$ cat config.mk
export PLATFORM = sky130hd
export DESIGN_NAME = multicycle_ctrl_fsm
export DESIGN_NICKNAME = d
export VERILOG_FILES = /design/src/rtl/ctrl_pkg.sv /design/src/rtl/cond_eval.sv /design/src/rtl/multicycle_ctrl_fsm.sv
export SDC_FILE = /design/constraint.sdc
export NUM_CORES = 1
export LEC_CHECK = 0
export BUFFER_PORTS_ARGS = -buffer_cell sky130_fd_sc_hd__buf_2
export CORE_MARGIN = 2
export CORE_UTILIZATION = 23
export DETAILED_ROUTE_END_ITERATION = 10
export PLACE_DENSITY = 0.5
export SETUP_SLACK_MARGIN = 0.3
export SKIP_CTS_REPAIR_TIMING = 1
export SLEW_MARGIN = 30
export SYNTH_ARGS = -nofsm -noshare
export SYNTH_HDL_FRONTEND = slang
export SYNTH_SLANG_ARGS = --single-unit
$ cat constraint.sdc
create_clock -name clk -period 2.8 [get_ports clk]
set_input_delay 0.14 -clock clk [delete_from_list [all_inputs] [get_ports clk]]
set_output_delay 0.14 -clock clk [all_outputs]
set_load 0.02 [all_outputs]
$ cat src/rtl/ctrl_pkg.sv
// Shared definitions for the multicycle control unit: FSM state encoding,
// opcode / ext sub-op constants, PSR flag positions, condition codes and
// datapath mux selector values.
package ctrl_pkg;

  typedef enum logic [3:0] {
    S_FETCH, S_DECODE, S_RTYPE, S_ITYPE, S_WB, S_MEMADR, S_LOAD,
    S_LDWB, S_STORE, S_BRANCH, S_JCOND, S_JAL, S_FAULT
  } state_t;

  // opCode1 classes
  localparam logic [3:0] OP_RTYPE = 4'h0;
  localparam logic [3:0] OP_EXT   = 4'h4;
  localparam logic [3:0] OP_CMPI  = 4'hB;
  localparam logic [3:0] OP_BCOND = 4'hC;

  // opCode2 sub-ops under OP_EXT, and the compare ALU function
  localparam logic [3:0] SUB_LOAD  = 4'h0;
  localparam logic [3:0] SUB_STOR  = 4'h4;
  localparam logic [3:0] SUB_JAL   = 4'h8;
  localparam logic [3:0] SUB_JCOND = 4'hC;
  localparam logic [3:0] FN_CMP    = 4'hB;
  localparam logic [3:0] ALU_ADD   = 4'h5;

  // PSR flag bit positions
  localparam int PSR_C = 0;
  localparam int PSR_L = 2;
  localparam int PSR_F = 5;
  localparam int PSR_Z = 6;
  localparam int PSR_N = 7;

  // condition codes
  localparam logic [3:0] CC_EQ = 4'h0, CC_NE = 4'h1, CC_CS = 4'h2, CC_CC = 4'h3,
                         CC_HI = 4'h4, CC_LS = 4'h5, CC_GT = 4'h6, CC_LE = 4'h7,
                         CC_FS = 4'h8, CC_FC = 4'h9, CC_LO = 4'hA, CC_HS = 4'hB,
                         CC_LT = 4'hC, CC_GE = 4'hD, CC_UC = 4'hE;

  // mux selectors
  localparam logic [1:0] PC_INC  = 2'd0, PC_DISP = 2'd1, PC_REG  = 2'd2;
  localparam logic [1:0] WB_ALU  = 2'd0, WB_MEM  = 2'd1, WB_LINK = 2'd2;

  function automatic logic is_itype(input logic [3:0] op);
    case (op)
      4'h1, 4'h2, 4'h3, 4'h5, 4'h9, 4'hB, 4'hD, 4'hE: return 1'b1;
      default:                                        return 1'b0;
    endcase
  endfunction

  // logical immediates are zero-extended, arithmetic ones sign-extended
  function automatic logic is_zext(input logic [3:0] op);
    case (op)
      4'h1, 4'h2, 4'h3, 4'hD: return 1'b1;
      default:                return 1'b0;
    endcase
  endfunction

endpackage

$ cat src/rtl/cond_eval.sv
// Combinational Bcond/Jcond evaluator.
//   cc   in  4  condition code field (instr[11:8])
//   psr  in  8  processor status register (C=0, L=2, F=5, Z=6, N=7)
//   cond out 1  condition holds
module cond_eval
  import ctrl_pkg::*;
(
  input  logic [3:0] cc,
  input  logic [7:0] psr,
  output logic       cond
);

  logic c, l, f, z, n;
  assign c = psr[PSR_C];
  assign l = psr[PSR_L];
  assign f = psr[PSR_F];
  assign z = psr[PSR_Z];
  assign n = psr[PSR_N];

  // PSR bits 1, 3 and 4 take no part in any condition
  logic unused_psr;
  assign unused_psr = ^{psr[4:3], psr[1]};

  always_comb begin
    cond = 1'b0;
    case (cc)
      CC_EQ: cond = z;
      CC_NE: cond = !z;
      CC_CS: cond = c;
      CC_CC: cond = !c;
      CC_HI: cond = l;
      CC_LS: cond = !l;
      CC_GT: cond = n;
      CC_LE: cond = !n;
      CC_FS: cond = f;
      CC_FC: cond = !f;
      CC_LO: cond = !z && !l;
      CC_HS: cond = z || l;
      CC_LT: cond = !z && !n;
      CC_GE: cond = z || n;
      CC_UC: cond = 1'b1;
      default: cond = 1'b0;
    endcase
  end

endmodule

$ cat src/rtl/multicycle_ctrl_fsm.sv
// Multicycle control unit for a 16-bit CR16-style datapath. Sequences
// fetch/decode/execute/memory/writeback, handshakes memory via mem_ready with
// a stall timeout, evaluates branch conditions and latches a sticky fault.
//   clk, reset                       clock, async active-high reset
//   opCode1/opCode2/conditionCode    instruction fields from the IR
//   PSR                              status flags for Bcond/Jcond
//   mem_ready                        memory completes the access this cycle
//   mem_req/mem_we/addr_sel          memory interface control
//   ir_en/pc_en/pc_src               IR load, PC update and PC source
//   src_b/zero_ext/alu_ctrl/psr_en   ALU operand, extension, function, flags
//   reg_we/wb_sel                    register writeback enable and source
//   fault                            sticky until reset
module multicycle_ctrl_fsm
  import ctrl_pkg::*;
#(
  parameter int WIDTH   = 16,
  parameter int REGBITS = 4,
  parameter int TIMEOUT = 15,
  parameter int TO_BITS = 4
) (
  input  logic       clk,
  input  logic       reset,
  input  logic [3:0] opCode1,
  input  logic [3:0] opCode2,
  input  logic [3:0] conditionCode,
  input  logic [7:0] PSR,
  input  logic       mem_ready,
  output logic       mem_req,
  output logic       mem_we,
  output logic       addr_sel,
  output logic       ir_en,
  output logic       pc_en,
  output logic [1:0] pc_src,
  output logic       src_b,
  output logic       zero_ext,
  output logic [3:0] alu_ctrl,
  output logic       psr_en,
  output logic       reg_we,
  output logic [1:0] wb_sel,
  output logic       fault
);

  if (TIMEOUT < 0 || TIMEOUT >= (1 << TO_BITS) || WIDTH < 1 || REGBITS < 1) begin : g_bad_param
    $error("multicycle_ctrl_fsm: illegal parameter combination");
  end

  // stall count at which the next stalled cycle reaches TIMEOUT
  localparam logic [TO_BITS-1:0] TO_LAST = TO_BITS'((TIMEOUT == 0) ? 0 : TIMEOUT - 1);

  state_t              state, state_next;
  logic [TO_BITS-1:0]  tcnt;
  logic                cond, wait_st, tmo;

  cond_eval u_cond (.cc(conditionCode), .psr(PSR), .cond(cond));

  assign wait_st = (state == S_FETCH) || (state == S_LOAD) || (state == S_STORE);
  // a ready on the final stalled cycle still completes the access
  assign tmo = (TIMEOUT != 0) && wait_st && !mem_ready && (tcnt == TO_LAST);

  always_ff @(posedge clk or posedge reset) begin
    if (reset) state <= S_FETCH;
    else       state <= state_next;
  end

  // clears on every state change, so each FETCH/LOAD/STORE visit starts at 0
  always_ff @(posedge clk or posedge reset) begin
    if (reset)                     tcnt <= '0;
    else if (state_next != state)  tcnt <= '0;
    else if (wait_st && !mem_ready) tcnt <= tcnt + 1'b1;
  end

  always_comb begin
    state_next = state;
    mem_req    = 1'b0;
    mem_we     = 1'b0;
    addr_sel   = 1'b0;
    ir_en      = 1'b0;
    pc_en      = 1'b0;
    pc_src     = PC_INC;
    src_b      = 1'b0;
    zero_ext   = 1'b0;
    alu_ctrl   = ALU_ADD;
    psr_en     = 1'b0;
    reg_we     = 1'b0;
    wb_sel     = WB_ALU;
    fault      = 1'b0;
    // gating on reset makes an in-flight request drop asynchronously
    if (!reset) begin
      case (state)
        S_FETCH: begin
          mem_req = 1'b1;
          if (mem_ready) begin
            ir_en      = 1'b1;
            pc_en      = 1'b1;
            state_next = S_DECODE;
          end else if (tmo) state_next = S_FAULT;
        end
        S_DECODE: begin
          if (opCode1 == OP_RTYPE)      state_next = S_RTYPE;
          else if (is_itype(opCode1))   state_next = S_ITYPE;
          else if (opCode1 == OP_BCOND) state_next = S_BRANCH;
          else if (opCode1 == OP_EXT) begin
            case (opCode2)
              SUB_LOAD, SUB_STOR: state_next = S_MEMADR;
              SUB_JAL:            state_next = S_JAL;
              SUB_JCOND:          state_next = S_JCOND;
              default:            state_next = S_FAULT;
            endcase
          end else state_next = S_FAULT;
        end
        S_RTYPE: begin
          alu_ctrl   = opCode2;
          psr_en     = 1'b1;
          // CMP only sets flags, so it skips writeback
          state_next = (opCode2 == FN_CMP) ? S_FETCH : S_WB;
        end
        S_ITYPE: begin
          alu_ctrl   = opCode1;
          src_b      = 1'b1;
          psr_en     = 1'b1;
          zero_ext   = is_zext(opCode1);
          state_next = (opCode1 == OP_CMPI) ? S_FETCH : S_WB;
        end
        S_WB: begin
          reg_we     = 1'b1;
          state_next = S_FETCH;
        end
        S_MEMADR: begin
          addr_sel   = 1'b1;
          state_next = (opCode2 == SUB_LOAD) ? S_LOAD : S_STORE;
        end
        S_LOAD: begin
          mem_req  = 1'b1;
          addr_sel = 1'b1;
          if (mem_ready) state_next = S_LDWB;
          else if (tmo)  state_next = S_FAULT;
        end
        S_LDWB: begin
          reg_we     = 1'b1;
          wb_sel     = WB_MEM;
          state_next = S_FETCH;
        end
        S_STORE: begin
          mem_req  = 1'b1;
          mem_we   = 1'b1;
          addr_sel = 1'b1;
          if (mem_ready) state_next = S_FETCH;
          else if (tmo)  state_next = S_FAULT;
        end
        S_BRANCH: begin
          pc_en      = cond;
          pc_src     = PC_DISP;
          state_next = S_FETCH;
        end
        S_JCOND: begin
          pc_en      = cond;
          pc_src     = PC_REG;
          state_next = S_FETCH;
        end
        S_JAL: begin
          reg_we     = 1'b1;
          wb_sel     = WB_LINK;
          pc_en      = 1'b1;
          pc_src     = PC_REG;
          state_next = S_FETCH;
        end
        S_FAULT:  fault      = 1'b1;
        default:  state_next = S_FAULT;
      endcase
    end
  end

endmodule

==> results of run 1 <==
[power groups by stage]
stage	Clock [mW]	Sequential (mW)	Combinational, mW
6_report	0.137	0.206	0.572
5_1_grt	0.149	0.213	0.638
4_1_cts	0.140	0.205	0.572
3_5_place_dp	0	0.206	0.569
3_3_place_gp	0	0.207	0.574
2_1_floorplan	0	0.172	0.464
[registers in the layout (all words and copies together), names as in the netlist]
name / cells
state: 4
tcnt: 4
[cell usage after synthesis, types with 2 or more instances]
cell type / n
xor2_1: 2
a21oi_1: 11
o211a_1: 2
inv_1: 7
nand2_1: 8
ha_1: 6
xnor2_1: 4
dfrtp_1: 8
nor4_1: 4
buf_4: 3
nor3_1: 12
nor3b_1: 2
and2_1: 2
and3_1: 3
or3b_1: 4
and3b_1: 2
a32oi_1: 3
nand2b_1: 6
nand3_1: 3
nand4_1: 2
nor2b_1: 3
mux2i_1: 5
o21ai_0: 3
o211ai_1: 2
nor2_1: 23
a211oi_2: 2
o31a_1: 2
clkbuf_1: 5
o22ai_1: 2
[per-layer routing]
layer | share of wire, % | global-route usage, % | routed length [um] | vias to the layer above
met3 | 5.0 | 2.58 | 178 | 0
met2 | 43 | 16.8 | 1530 | 33
met1 | 52 | 15.4 | 1850 | 646
met4 | 0 | 0.508 | 0 | 0
met5 | 0 | 0 | 0 | -
li1 | - | - | - | 720
[final cells by class]
type	count	area, um2
Fill cell	633	3940
Multi-Input combinational cell	146	1030
Timing Repair Buffer	40	208
Sequential cell	8	200
Tap cell	72	90.1
Clock buffer	3	41.3
Inverter	8	30.0
[metrics by stage]
step                worst slack, ns  hold slack (ns)  total power, mW  util (%)
finish                        0.556            0.125            0.914      28.9
global route                  0.432            0.166             1.00      28.9
global placement              0.587            0.366            0.781      28.2
CTS                           0.580            0.122            0.917      28.9
floorplan                     0.882            0.122            0.636         -
detailed placement            0.589            0.358            0.775      28.2
[logic make-up after synthesis]
family / after synthesis / synth area share [%]
buffers and inverters: 19 / 7.60
muxes: 7 / 6.29
DFF: 8 / 15.0
xor gates and xnor gates: 6 / 3.94
AOI/OAI and AO/OA: 45 / 26.1
and+or+nand+nor: 82 / 35.5
adders and majority gates: 6 / 5.63
[worst paths after layout]
kind / from / endpoint / slack (ns) / cells after the start
worst max-delay path: state[2] / tcnt[1] / 0.56 / 5
worst min-delay path: reset / tcnt[1] / 0.12 / 2
worst max register to register: state[2] / tcnt[1] / 0.56 / 5
worst min register to register: tcnt[3] / tcnt[3] / 0.55 / 2
max in group asynchronous: reset / tcnt[3] / 2.40 / 2
min in group clk: mem_ready / state[0] / 0.24 / 3
==> flow_metrics.py, run 1 <==
metrics = {
    "synthesis": {
        "synth.area.top_cells": "dfrtp_1 (15%), nor2_1 (6.5%), ha_1 (5.6%), nor3_1 (4.5%), a21oi_1 (4.1%)",
        "async_flop_share_pct": 100,
        "synth_seq_area_share_pct": 15.0,
        "synthCells": 173,
        "syn_area_mm2": 0.00133,
        "synth_top_area_share_pct": 15.0,
        "synth_area_leader_cell": "dfrtp_1",
        "ys_ff_latch": 8,
        "synth-edff-count": 0,
        "synth_ff_type": "dfrtp_1",
        "ys_types": 61,
        "syn-num-nets": 202,
        "syn_avg_cell_area_um2": 7.71,
        "ys_warn_count": 0,
    },
    "place": {
        "globalplace.congestion": 0.755,
        "dp_hpwl_mm": 2.79,
        "placedCellCount": 274,
        "dpl-instance-area_mm2": 0.00156,
        "io_buffer_count": 37,
    },
    "power_and_ir_drop": {
        "p_clk_share_pct": 14.9,
        "ir_drop_mv": 0.271,
        "p_leak_nw": 0.698,
        "switchingPower_mw": 0.442,
        "switching_share_pct": 48.4,
        "p_per_area_mw_per_mm2": 571,
        "comb_power_share_pct": 62.6,
        "p_int_mw": 0.472,
        "pwr-share-seq_pct": 22.5,
    },
    "critical_path": {
        "worstSetupPathType": "flip-flop to flip-flop",
        "cp-end-kind": "flip-flop",
        "cp_slowest_stage_delay_ns": 0.64,
        "crit_family": "simple AND/OR/NAND/NOR gates",
        "start_kind": "flip-flop",
        "worstPathMaxFanout": 17,
        "crit_arrival_ns": 2.33,
        "crit_chain": "or4b_4 -> o21bai_1 -> o211a_1 -> nor3_1 -> nor4_1",
        "slowest_stage": "or4b_4",
        "required_ns": 2.89,
        "path_buf_inv": 0,
    },
    "clocking": {
        "h-tree-depth": 1,
        "path_clk_slew_ns": 0.04,
        "tritoncts": "built",
        "cts_buffers": 3,
        "clock_latency_ns": 0.22,
        "ctsLongestPathBuffers": 2,
        "cts_root_buf": "clkbuf_8",
        "cts_sinks": 8,
    },
    "detailed_routing": {
        "drc": 0,
        "final_antenna_net_count": 0,
        "wire_per_inst_um": 12.8,
        "firstDrtPassIters": 4,
        "vias": 1399,
        "drt_wl_total_mm": 3.56,
        "drtIter0Drc": 91,
        "avgViaCountPerCell": 5.05,
    },
    "global_routing": {
        "grt_pass1_vias": 1225,
        "grt_first_pass_wirelength_mm": 5.66,
        "grt-ovfl-total": 0,
        "grt_max_degree": 25,
        "grt_antenna_before_repair": 0,
        "grt_use_total_pct": 10.7,
    },
    "timing": {
        "max_freq_mhz": 446,
        "tightest_slew_ns": 0.519,
        "finalSetupViolCount": 0,
        "rsz0062_at_grt": "no",
        "finalCritPeriodShare_pct": 80.1,
        "hold_viol_final": 0,
        "fin_skew_ns": 0.00169,
        "slew-limit-headroom_pct": 65.4,
        "drv_slew": 0,
        "setup_tns_ns": 0,
        "period_needed_ns": 2.24,
    },
    "min_path": {
        "hp-class": "input pin to async pin",
    },
    "floorplanning": {
        "die_w_um": 80.2,
        "core-area_mm2": 0.00554,
        "pin_count": 41,
        "initial_core_util_pct": 24.1,
        "die_area_mm2": 0.00642,
        "die_y_um": 80.2,
        "rows": 27,
    },
    "finish": {
        "design_area_mm2": 0.00160,
        "mostFrequentLayoutCells": "buf_2 (37), nor2_1 (23), nor3_1 (12)",
        "final_cells": 277,
        "layout.nets": 236,
        "drive_gt1_share_pct": 27.3,
        "diodes": 0,
        "area_delta_synth_final_pct": 20.1,
        "layout_commonest_cell": "buf_2",
    },
    "flow_run": {
        "maxCapViolCount": 0,
    },
    "run_status": {
        "status": "finished, final reports clean",
    },
}
(Power assumes the default switching activity.)
==> run 2, diff against run 1 <==
Settings changed: PLACE_DENSITY 0.5 to 0.52.
Clock period 2.8 ns to 2 ns, I/O delays scaled along.
==> flow_metrics.py, run 2 (same netlist as run 1, synthesis figures left out) <==
metrics = {
    "detailed_routing": {
        "drc": 0,
        "drtIter0Drc": 88,
        "final_antenna_net_count": 0,
        "firstDrtPassIters": 4,
        "drt_wl_total_mm": 3.92,
        "vias": 1509,
        "wire_per_inst_um": 13.2,
        "avgViaCountPerCell": 5.08,
    },
    "clocking": {
        "path_clk_slew_ns": 0.04,
        "cts_sinks": 8,
        "h-tree-depth": 1,
        "cts_buffers": 3,
        "ctsLongestPathBuffers": 2,
        "clock_latency_ns": 0.23,
        "cts_root_buf": "clkbuf_8",
        "tritoncts": "built",
    },
    "floorplanning": {
        "die_area_mm2": 0.00642,
        "rows": 27,
        "pin_count": 41,
        "die_y_um": 80.2,
        "core-area_mm2": 0.00554,
        "die_w_um": 80.2,
        "initial_core_util_pct": 24.1,
    },
    "critical_path": {
        "required_ns": 1.90,
        "cp_slowest_stage_delay_ns": 0.42,
        "worstPathMaxFanout": 7,
        "slowest_stage": "dfrtp_1",
        "cpMostUsedCell": "buf_6",
        "crit_start": "state[1]",
        "worstSetupPathType": "flip-flop to output pin",
        "start_kind": "flip-flop",
        "crit_family": "compound AO/OA/AOI/OAI gates",
        "crit_chain": "buf_6 -> and2_1 -> a211o_1 -> o41a_1 -> buf_6",
        "cp-end-kind": "output pin",
        "crit_arrival_ns": 1.83,
        "path_buf_inv": 2,
        "rr_startpoint": "tcnt[0]",
    },
    "timing": {
        "finalCritPeriodShare_pct": 96.3,
        "slew-limit-headroom_pct": 69.6,
        "rsz0062_at_grt": "yes",
        "setup_tns_ns": 0,
        "period_needed_ns": 1.93,
        "finalSetupViolCount": 0,
        "tightest_slew_ns": 0.455,
        "hold_viol_final": 0,
        "fin_skew_ns": 0.000234,
        "max_freq_mhz": 519,
        "setup_slack_ns": 0.0749,
        "drv_slew": 0,
    },
    "finish": {
        "layout.nets": 256,
        "utilization_pct": 33.4,
        "nFillCells": 617,
        "mostFrequentLayoutCells": "buf_2 (34), nor2_1 (23), buf_4 (22)",
        "layout_commonest_cell": "buf_2",
        "reg.largest.list": "state: 4 flops, tcnt: 4 flops",
        "diodes": 0,
        "drive_gt1_share_pct": 40.0,
        "area_delta_synth_final_pct": 38.9,
    },
    "global_routing": {
        "grt-ovfl-total": 0,
        "grt_antenna_before_repair": 0,
        "grt_max_degree": 18,
        "grt_first_pass_wirelength_mm": 6.34,
        "grt_use_total_pct": 12.1,
        "grt_pass1_vias": 1360,
    },
    "power_and_ir_drop": {
        "p_leak_nw": 0.817,
        "p_per_area_mw_per_mm2": 843,
        "ir_drop_mv": 0.352,
    },
    "place": {
        "globalplace.congestion": 0.796,
        "dp_hpwl_mm": 3.01,
        "io_buffer_count": 37,
        "pre_cts_ws_ns": 0.0565,
    },
    "min_path": {
        "hp-class": "input pin to async pin",
    },
    "flow_run": {
        "maxCapViolCount": 0,
    },
    "run_status": {
        "status": "finished, final reports clean",
    },
}
## run 2: changes by cell type in the layout (fill, tap and decap cells not counted), sizes merged
| cell | delta |
|---|---|
| buf | +20 |
## run 2: area by class of cell
type,instances,area [um2],share of cell area (%)
Multi-Input combinational cell,146,1110,60.0
Sequential cell,8,200,10.8
Inverter,8,30.0,1.62
Clock buffer,3,41.3,2.23
Tap cell,72,90.1,4.86
Timing Repair Buffer,60,380,20.5
## run 2: stage by stage
stage                     hold slack [ns]  area [um2]  std cells  power (mW)
after floorplan                    0.0889        1350        173       0.905
after global placement              0.285        1650        284        1.18
after detailed placement            0.268        1650        284        1.17
after CTS                          0.0179        1690        287        1.38
after global routing               0.0600        1850        297        1.69
final                              0.0211        1850        297        1.56
## run 2: path summary, 6_finish.rpt
kind | end | slack, ns | cells past startpoint
max in group asynchronous | tcnt[3] | 1.71 | 2
hold / removal | state[3] | 0.02 | 2
setup reg to reg | tcnt[3] | 0.10 | 8
hold reg to reg | tcnt[3] | 0.55 | 2
min in group clk | state[0] | 0.22 | 3
setup / recovery | pc_en | 0.07 | 5
## run 2: power by group
group | leakage, nW | internal, mW | switching, mW
Clock | 0.0216 | 0.131 | 0.0665
Combinational | 0.690 | 0.520 | 0.608
Sequential | 0.106 | 0.200 | 0.0373
Total | 0.817 | 0.850 | 0.711
## run 2: routing by layer
layer,track usage (%),wire length (um),up-vias
li1,-,-,762
met1,16.6,1880,706
met2,19.3,1830,37
met3,1.80,174,4
met4,3.73,41,0
met5,0,0,-
